### config.mk
export PLATFORM = sky130hd
export DESIGN_NAME = bus_responder_flat
export DESIGN_NICKNAME = d
export VERILOG_FILES = /design/src/rtl/bus_responder_pkg.sv /design/src/rtl/bus_responder_if.sv /design/src/rtl/bus_responder_sync_ram.sv /design/src/rtl/bus_responder.sv /design/src/flat_wrapper.sv
export SDC_FILE = /design/constraint.sdc
export NUM_CORES = 2
export LEC_CHECK = 0
export BUFFER_PORTS_ARGS = -buffer_cell sky130_fd_sc_hd__buf_2
export CORE_ASPECT_RATIO = 1.5
export CORE_MARGIN = 3
export CORE_UTILIZATION = 45
export DETAILED_ROUTE_END_ITERATION = 10
export HOLD_SLACK_MARGIN = 0.03
export PLACE_DENSITY = 0.69
export SKIP_CTS_REPAIR_TIMING = 1
export SLEW_MARGIN = 20
export SYNTH_ARGS = -nofsm -noshare
export SYNTH_HDL_FRONTEND = slang
export SYNTH_SLANG_ARGS = --single-unit
### constraint.sdc
create_clock -name clock -period 2.87 [get_ports clock]
set_clock_uncertainty 0.2 [all_clocks]
set_input_delay 0.574 -clock clock [delete_from_list [all_inputs] [get_ports clock]]
set_output_delay 0.574 -clock clock [all_outputs]
set_load 0.01 [all_outputs]
### src/rtl/bus_responder_pkg.sv
// Shared definitions for the bus responder: bus widths, the address map,
// timer register offsets, the timer control layout and the address decoder.
package bus_responder_pkg;

  localparam int unsigned ADDR_W = 16;
  localparam int unsigned DATA_W = 16;

  // Region codes carried in addr[15:12]
  localparam logic [3:0] REGION_RAM = 4'h0;
  localparam logic [3:0] REGION_LED = 4'h1;
  localparam logic [3:0] REGION_SW  = 4'h3;
  localparam logic [3:0] REGION_TMR = 4'h4;

  // Timer register offsets carried in addr[1:0]
  localparam logic [1:0] TMR_LOAD  = 2'd0;
  localparam logic [1:0] TMR_CTRL  = 2'd1;
  localparam logic [1:0] TMR_STAT  = 2'd2;
  localparam logic [1:0] TMR_COUNT = 2'd3;

  typedef enum logic [2:0] {
    TGT_NONE,
    TGT_RAM,
    TGT_LED,
    TGT_SW,
    TGT_TMR
  } target_e;

  // Timer CTRL register: bit1 AUTO, bit0 EN
  typedef struct packed {
    logic auto_reload;
    logic en;
  } tmr_ctrl_t;

  // Map the region nibble of a bus address onto a target
  function automatic target_e decode(input logic [3:0] region);
    case (region)
      REGION_RAM: decode = TGT_RAM;
      REGION_LED: decode = TGT_LED;
      REGION_SW:  decode = TGT_SW;
      REGION_TMR: decode = TGT_TMR;
      default:    decode = TGT_NONE;
    endcase
  endfunction

endpackage

### src/rtl/bus_responder_if.sv
// Processor-side memory bus.
//   addr : bus address (master -> slave)
//   dout : write data  (master -> slave)
//   w    : write strobe (master -> slave)
//   din  : read data, one cycle after addr (slave -> master)
interface bus_responder_if;
  import bus_responder_pkg::*;

  logic [ADDR_W-1:0] addr;
  logic [DATA_W-1:0] dout;
  logic              w;
  logic [DATA_W-1:0] din;

  modport master (output addr, output dout, output w, input din);
  modport slave  (input addr, input dout, input w, output din);
endinterface

### src/rtl/bus_responder_sync_ram.sv
// Single-port synchronous RAM, read-first, registered read data.
//   clk/rst_n : clock, async active-low reset (clears the read register only)
//   we        : write enable
//   addr      : word address
//   wdata     : write data
//   rdata     : registered read data (old contents on a same-word write)
module bus_responder_sync_ram #(
  parameter int unsigned AW = 8,
  parameter int unsigned DW = 16
) (
  input  logic          clk,
  input  logic          rst_n,
  input  logic          we,
  input  logic [AW-1:0] addr,
  input  logic [DW-1:0] wdata,
  output logic [DW-1:0] rdata
);

  localparam int unsigned DEPTH = 1 << AW;

  logic [DW-1:0] mem [DEPTH];

  // Array contents are never cleared; holding reset also blocks writes.
  always_ff @(posedge clk or negedge rst_n) begin
    if (!rst_n) begin
      rdata <= '0;
    end else begin
      rdata <= mem[addr];
      if (we) begin
        mem[addr] <= wdata;
      end
    end
  end

endmodule

### src/rtl/bus_responder.sv
// Memory-side responder for the processor bus: decodes RAM, LED register,
// synchronised switches and an interval timer; read data returns on din
// one cycle after the address.
//   clock, resetn : system clock, async active-low reset
//   bus           : addr/dout/w in, din out
//   sw            : asynchronous switch inputs
//   ledr          : LED register
//   timer_irq     : timer expired flag
module bus_responder
  import bus_responder_pkg::*;
#(
  parameter int unsigned RAM_AW = 8,
  parameter int unsigned LED_W  = 10,
  parameter int unsigned SW_W   = 10
) (
  input  logic             clock,
  input  logic             resetn,
  bus_responder_if.slave   bus,
  input  logic [SW_W-1:0]  sw,
  output logic [LED_W-1:0] ledr,
  output logic             timer_irq
);

  target_e           tgt;
  logic [1:0]        tmr_off;
  logic              wr_ram, wr_led, wr_load, wr_ctrl, wr_stat;

  logic [DATA_W-1:0] ram_rdata;
  logic [SW_W-1:0]   sw_meta, sw_sync;

  logic [DATA_W-1:0] tmr_load, tmr_count;
  tmr_ctrl_t         tmr_ctrl;
  logic              tmr_exp;
  logic              expire;
  logic [DATA_W-1:0] load_d, count_d;
  tmr_ctrl_t         ctrl_d;
  logic              exp_d;

  logic [DATA_W-1:0] rd_c;
  logic [DATA_W-1:0] rd_q;
  logic              sel_ram_q;

  // Middle address bits are only partially decoded
  logic unused_addr;
  assign unused_addr = ^bus.addr[11:2];

  // Decode and write strobes
  assign tgt     = decode(bus.addr[15:12]);
  assign tmr_off = bus.addr[1:0];
  assign wr_ram  = bus.w && (tgt == TGT_RAM);
  assign wr_led  = bus.w && (tgt == TGT_LED);
  assign wr_load = bus.w && (tgt == TGT_TMR) && (tmr_off == TMR_LOAD);
  assign wr_ctrl = bus.w && (tgt == TGT_TMR) && (tmr_off == TMR_CTRL);
  assign wr_stat = bus.w && (tgt == TGT_TMR) && (tmr_off == TMR_STAT);

  // Upper offset bits are ignored, so RAM aliases across its region
  bus_responder_sync_ram #(
    .AW (RAM_AW),
    .DW (DATA_W)
  ) u_ram (
    .clk   (clock),
    .rst_n (resetn),
    .we    (wr_ram),
    .addr  (bus.addr[RAM_AW-1:0]),
    .wdata (bus.dout),
    .rdata (ram_rdata)
  );

  // Two-flop switch synchroniser
  always_ff @(posedge clock or negedge resetn) begin
    if (!resetn) begin
      sw_meta <= '0;
      sw_sync <= '0;
    end else begin
      sw_meta <= sw;
      sw_sync <= sw_meta;
    end
  end

  // LED register
  always_ff @(posedge clock or negedge resetn) begin
    if (!resetn) begin
      ledr <= '0;
    end else if (wr_led) begin
      ledr <= bus.dout[LED_W-1:0];
    end
  end

  // Timer next state; bus writes are applied last so they take priority,
  // except that an expiry keeps EXP set against a STAT write.
  assign expire = tmr_ctrl.en && (tmr_count == '0);

  always_comb begin
    load_d  = tmr_load;
    count_d = tmr_count;
    ctrl_d  = tmr_ctrl;
    exp_d   = tmr_exp;
    if (expire) begin
      exp_d = 1'b1;
      if (tmr_ctrl.auto_reload) begin
        count_d = tmr_load;
      end else begin
        ctrl_d.en = 1'b0;
      end
    end else if (tmr_ctrl.en) begin
      count_d = tmr_count - 16'd1;
    end
    if (wr_stat && !expire) begin
      exp_d = 1'b0;
    end
    if (wr_ctrl) begin
      ctrl_d = tmr_ctrl_t'(bus.dout[1:0]);
    end
    if (wr_load) begin
      load_d  = bus.dout;
      count_d = bus.dout;
    end
  end

  // Timer registers
  always_ff @(posedge clock or negedge resetn) begin
    if (!resetn) begin
      tmr_load  <= '0;
      tmr_count <= '0;
      tmr_ctrl  <= '0;
      tmr_exp   <= 1'b0;
    end else begin
      tmr_load  <= load_d;
      tmr_count <= count_d;
      tmr_ctrl  <= ctrl_d;
      tmr_exp   <= exp_d;
    end
  end

  assign timer_irq = tmr_exp;

  // Register-side read mux; samples state before this edge's update
  always_comb begin
    rd_c = '0;
    case (tgt)
      TGT_LED: rd_c = 16'(ledr);
      TGT_SW:  rd_c = 16'(sw_sync);
      TGT_TMR: begin
        case (tmr_off)
          TMR_LOAD:  rd_c = tmr_load;
          TMR_CTRL:  rd_c = 16'(tmr_ctrl);
          TMR_STAT:  rd_c = 16'(tmr_exp);
          TMR_COUNT: rd_c = tmr_count;
          default:   rd_c = '0;
        endcase
      end
      default: rd_c = '0;
    endcase
  end

  // Read data register; RAM data is already registered inside the RAM
  always_ff @(posedge clock or negedge resetn) begin
    if (!resetn) begin
      rd_q      <= '0;
      sel_ram_q <= 1'b0;
    end else begin
      rd_q      <= rd_c;
      sel_ram_q <= (tgt == TGT_RAM);
    end
  end

  assign bus.din = sel_ram_q ? ram_rdata : rd_q;

endmodule
### src/flat_wrapper.sv
// flat-port wrapper written by rule: the top's interface ports become plain ports
module bus_responder_flat import bus_responder_pkg::*;
#(
  parameter int unsigned RAM_AW = 8,
  parameter int unsigned LED_W  = 10,
  parameter int unsigned SW_W   = 10
)
  (clock, resetn, sw, ledr, timer_irq, bus_addr, bus_dout, bus_w, bus_din);
  bus_responder_if bus_i ();
  input  logic clock;
  input  logic resetn;
  input  logic [SW_W-1:0] sw;
  output logic [LED_W-1:0] ledr;
  output logic timer_irq;
  input wire logic [$bits(bus_i.addr)-1:0] bus_addr;
  input wire logic [$bits(bus_i.dout)-1:0] bus_dout;
  input wire logic [$bits(bus_i.w)-1:0] bus_w;
  output wire logic [$bits(bus_i.din)-1:0] bus_din;
  assign bus_i.addr = bus_addr;
  assign bus_i.dout = bus_dout;
  assign bus_i.w = bus_w;
  assign bus_din = bus_i.din;
  bus_responder #(.RAM_AW(RAM_AW), .LED_W(LED_W), .SW_W(SW_W)) u_core (.clock(clock), .resetn(resetn), .bus(bus_i), .sw(sw), .ledr(ledr), .timer_irq(timer_irq));
endmodule
==> results.yml <==
outcome:
  run_status: "finished, violations left"
  violations: "setup timing"
routing:
  wl_per_cell_um: 32.2
  ant_nets: 0
  first_drt_pass_iteration_count: 8
  remaining_drc_errors: 0
  dr.first_iter.drc_count: 9868
  routed_wl_um: 427000
  dr_total_vias: 81000
  viasPerCell: 6.12
clock_tree:
  cts-htree-levels: 5
  cts.sinks: 4194
  cts_buffers: 358
  clock_insertion_delay_worst_skew_ps: 930
  clock_path_buffers: 4
  clk_root_buffer_cell: "clkbuf_16"
  tritoncts: "built"
  clkTransAtPathRegs_ps: 70
worst_setup_path:
  worst_path_max_delay_cell: "nor4_2"
  start_kind: "flop"
  critical_path_required_ps: 3470
  endpoint: "u_core.u_ram.rdata[6]$_DFF_PN0_"
  reg2regPathDepth: 8
  crit_reg_reg_startpoint: "u_core.u_ram.mem[255][6]$_DFFE_PP_"
  crit_chain: "mux4_2 > a22oi_1 > buf_4 > a21oi_1 > nor4_2 > buf_4 > o22ai_1 > nand3b_1"
  critical_path_max_stage_delay_ps: 590
  setup.reg_to_reg.worst_slack_ps: -60
  timing.critical_path.mode_cell: "buf_4"
  worst_r2r_endpoint: "u_core.u_ram.rdata[6]$_DFF_PN0_"
  worst-setup-path-type: "flop to flop"
  cp-startpoint: "u_core.u_ram.mem[255][6]$_DFFE_PP_"
  critPathCaptureType: "flop"
  timing.critical_path.arrival_ps: 3530
  path_max_fanout: 1
grt:
  first_global_vias: 82700
  grt_start_max_net_pins: 102
  wire_length_of_the_first_global_routing_pass_um: 611000
  global_route.usage.total_pct: 23.3
  grt_overflow: 0
  antenna_found_initial: 17
yosys:
  synth.distinct_cells: 52
  synthesis.yosys.warnings: 0
  synthFlopType: "edfxtp_1"
  syn_inst: 7078
  seq_area_frac_synth_pct: 78.7
  ys_seq_elements: 4194
  synth.avg_cell_area_um2: 22.5
  syn-cell-area_um2: 159000
  ys_async_sr_fraction_pct: 2.34
  synth-edff-count: 4096
  synthesis.nets: 7125
placement:
  port_buffers: 67
  dp.cells: 12600
  place_hpwl_um: 274000
  place.gp.congestion: 0.920
  worst_slack_placed_ps: -1530
floorplanning:
  die-area_um2: 361000
  initial_core_utilization_pct: 45.2
  die_h_um: 735
  floorplan.rows: 267
  io-pin-count: 72
  core_um2: 352000
  die-width_um: 492
sta:
  worst_setup_margin_ps: -63.1
  timing.hold.ws_ps: 39.2
  max-slew-margin-rel_pct: 24.4
  timing_worst_slew_pin_value_ps: 1130
  period_needed_ps: 2930
  timing_hold_violations_final: 0
  finalCritPeriodShare_pct: 102
  timing.fmax_ghz: 0.341
  timing_max_transition_violations_final: 0
  final-setup-viol-count: 2
final_layout:
  nFillCells: 25700
  final_cells: 13200
  area.growth.synth_to_final_pct: 19.8
  seq_area_um2: 125000
  number_of_nets_at_the_end_of_the_flow: 8290
  drive_gt1_share_pct: 35.8
  postLayoutCoreUtil_pct: 54.2
  multi_input_area_um2: 33000
power:
  power.ir.vdd_worst_mv: 0.621
  power.leakage_nw: 60.4
  power.density_nw_per_um2: 650
job:
  cap_viol_max_count: 0
worst_hold_path:
  min_path_type: "primary input to flop"
-- routing by layer --
layer	GRT usage (%)	vias to the layer above	part of all wire, %
li1	-	32600	-
met1	29.1	43200	35
met2	40.2	4356	52
met3	3.35	839	7.8
met4	11.4	8	5.7
met5	0	-	0.010
-- worst min path at each step --
stage,startpoint,to,slack (ps),cells after the start
floorplan,resetn,u_core.ledr[0]$_DFFE_PN0P_,80,0
global placement,u_core.sw_meta[4]$_DFF_PN0_,u_core.sw_sync[4]$_DFF_PN0_,140,0
detailed placement,u_core.sw_meta[8]$_DFF_PN0_,u_core.sw_sync[8]$_DFF_PN0_,140,0
CTS,sw[0],u_core.sw_meta[0]$_DFF_PN0_,-520,1
global route,bus_dout[10],u_core.u_ram.mem[0][10]$_DFFE_PP_,40,1
finish,bus_dout[10],u_core.u_ram.mem[0][10]$_DFFE_PP_,40,1
-- layout by cell type (no fill, tap or decap), types with 14 or more instances in the layout --
cell / count
nand2_2: 17
nor2_1: 113
buf_8: 17
dfrtp_1: 97
mux2_2: 30
nor4_1: 19
nor3_1: 14
a21oi_1: 266
a22oi_2: 23
o21ai_0: 34
a22oi_1: 512
clkbuf_16: 372
dlygate4sd3_1: 28
o41ai_2: 17
nor2_2: 112
nor2_4: 50
buf_12: 428
clkinv_2: 70
nand2_1: 70
o22ai_1: 17
nand3b_1: 19
clkbuf_1: 60
mux4_2: 1025
bufinv_16: 39
clkinvlp_4: 19
edfxtp_1: 4096
buf_2: 49
clkinv_1: 46
buf_4: 707
-- area by class of cell --
class,instances,area share (%)
inverters,12,0.0236
well taps,4707,3.08
diodes,5,0.00655
clock buffers,441,5.05
clock inverters,195,1.12
repair buffers,1233,7.72
multi-input cells,2444,17.3
flip-flops and latches,4194,65.7
-- where the power goes --
part	switching, W	leakage, nW	total [W]	internal, W
Sequential	0.000296	38.0	0.0676	0.0673
Combinational	0.00433	16.7	0.00733	0.00299
Clock	0.0217	5.74	0.0492	0.0275
-- Yosys cell counts (5+ instances only) --
cell	instances	area, um^2
a21oi_1	268	1340
a22oi_1	520	3900
a22oi_2	15	188
buf_1	64	240
buf_2	63	315
buf_4	30	225
buf_6	46	518
clkbuf_1	225	845
dfrtp_1	98	2450
edfxtp_1	4096	123000
inv_1	12	45.0
mux2_2	30	338
mux4_2	1025	23100
nand2_1	90	338
nand3_1	13	65.1
nand3b_1	19	143
nor2_1	275	1030
nor2b_1	7	43.8
nor3_1	14	70.1
nor4_1	34	213
o21ai_0	34	170
o21ai_1	5	25.0
o22ai_1	17	106
o41ai_1	32	280
-- cells by family after synthesis --
family / after synthesis / share of synthesized area [%]
buf+inv: 440 / 1.37
flops: 4194 / 78.7
compound gates: 915 / 3.91
simple gates: 470 / 1.28
fa+ha+maj: 2 / 0.0157
mux: 1057 / 14.7
-- state kept, by name, indices dropped and copies added (netlist names) --
register / cells
u_core.u_ram.mem: 4096
u_core.tmr_count: 16
u_core.u_ram.rdata: 16
u_core.sel_ram_q: 1
u_core.sw_meta: 10
u_core.tmr_load: 16
u_core.timer_irq: 1
u_core.tmr_ctrl: 2
u_core.rd_q: 16
u_core.sw_sync: 10
u_core.ledr: 10
-- metrics by stage --
stage / total power, W / instance area (um^2) / setup TNS [ps]
after floorplan: 0.0720 / 160000 / -1069150
after global placement: 0.0760 / 178000 / -1168330
after detailed placement: 0.0761 / 178000 / -1178820
after CTS: 0.125 / 190000 / -8720
after global routing: 0.127 / 191000 / -35.9
final: 0.124 / 191000 / -63.3
-- worst max-delay path, delay by kind of cell (launching register included) --
| kind | cells | cell delay, ps |
|---|---|---|
| AND/OR/NAND/NOR | 2 | 800 |
| AO/OA/AOI/OAI | 3 | 530 |
| multiplexers | 1 | 470 |
| buffers and inverters | 2 | 450 |
| flip-flops | 1 | 370 |
Note: power is estimated with default switching activity, not from simulation.
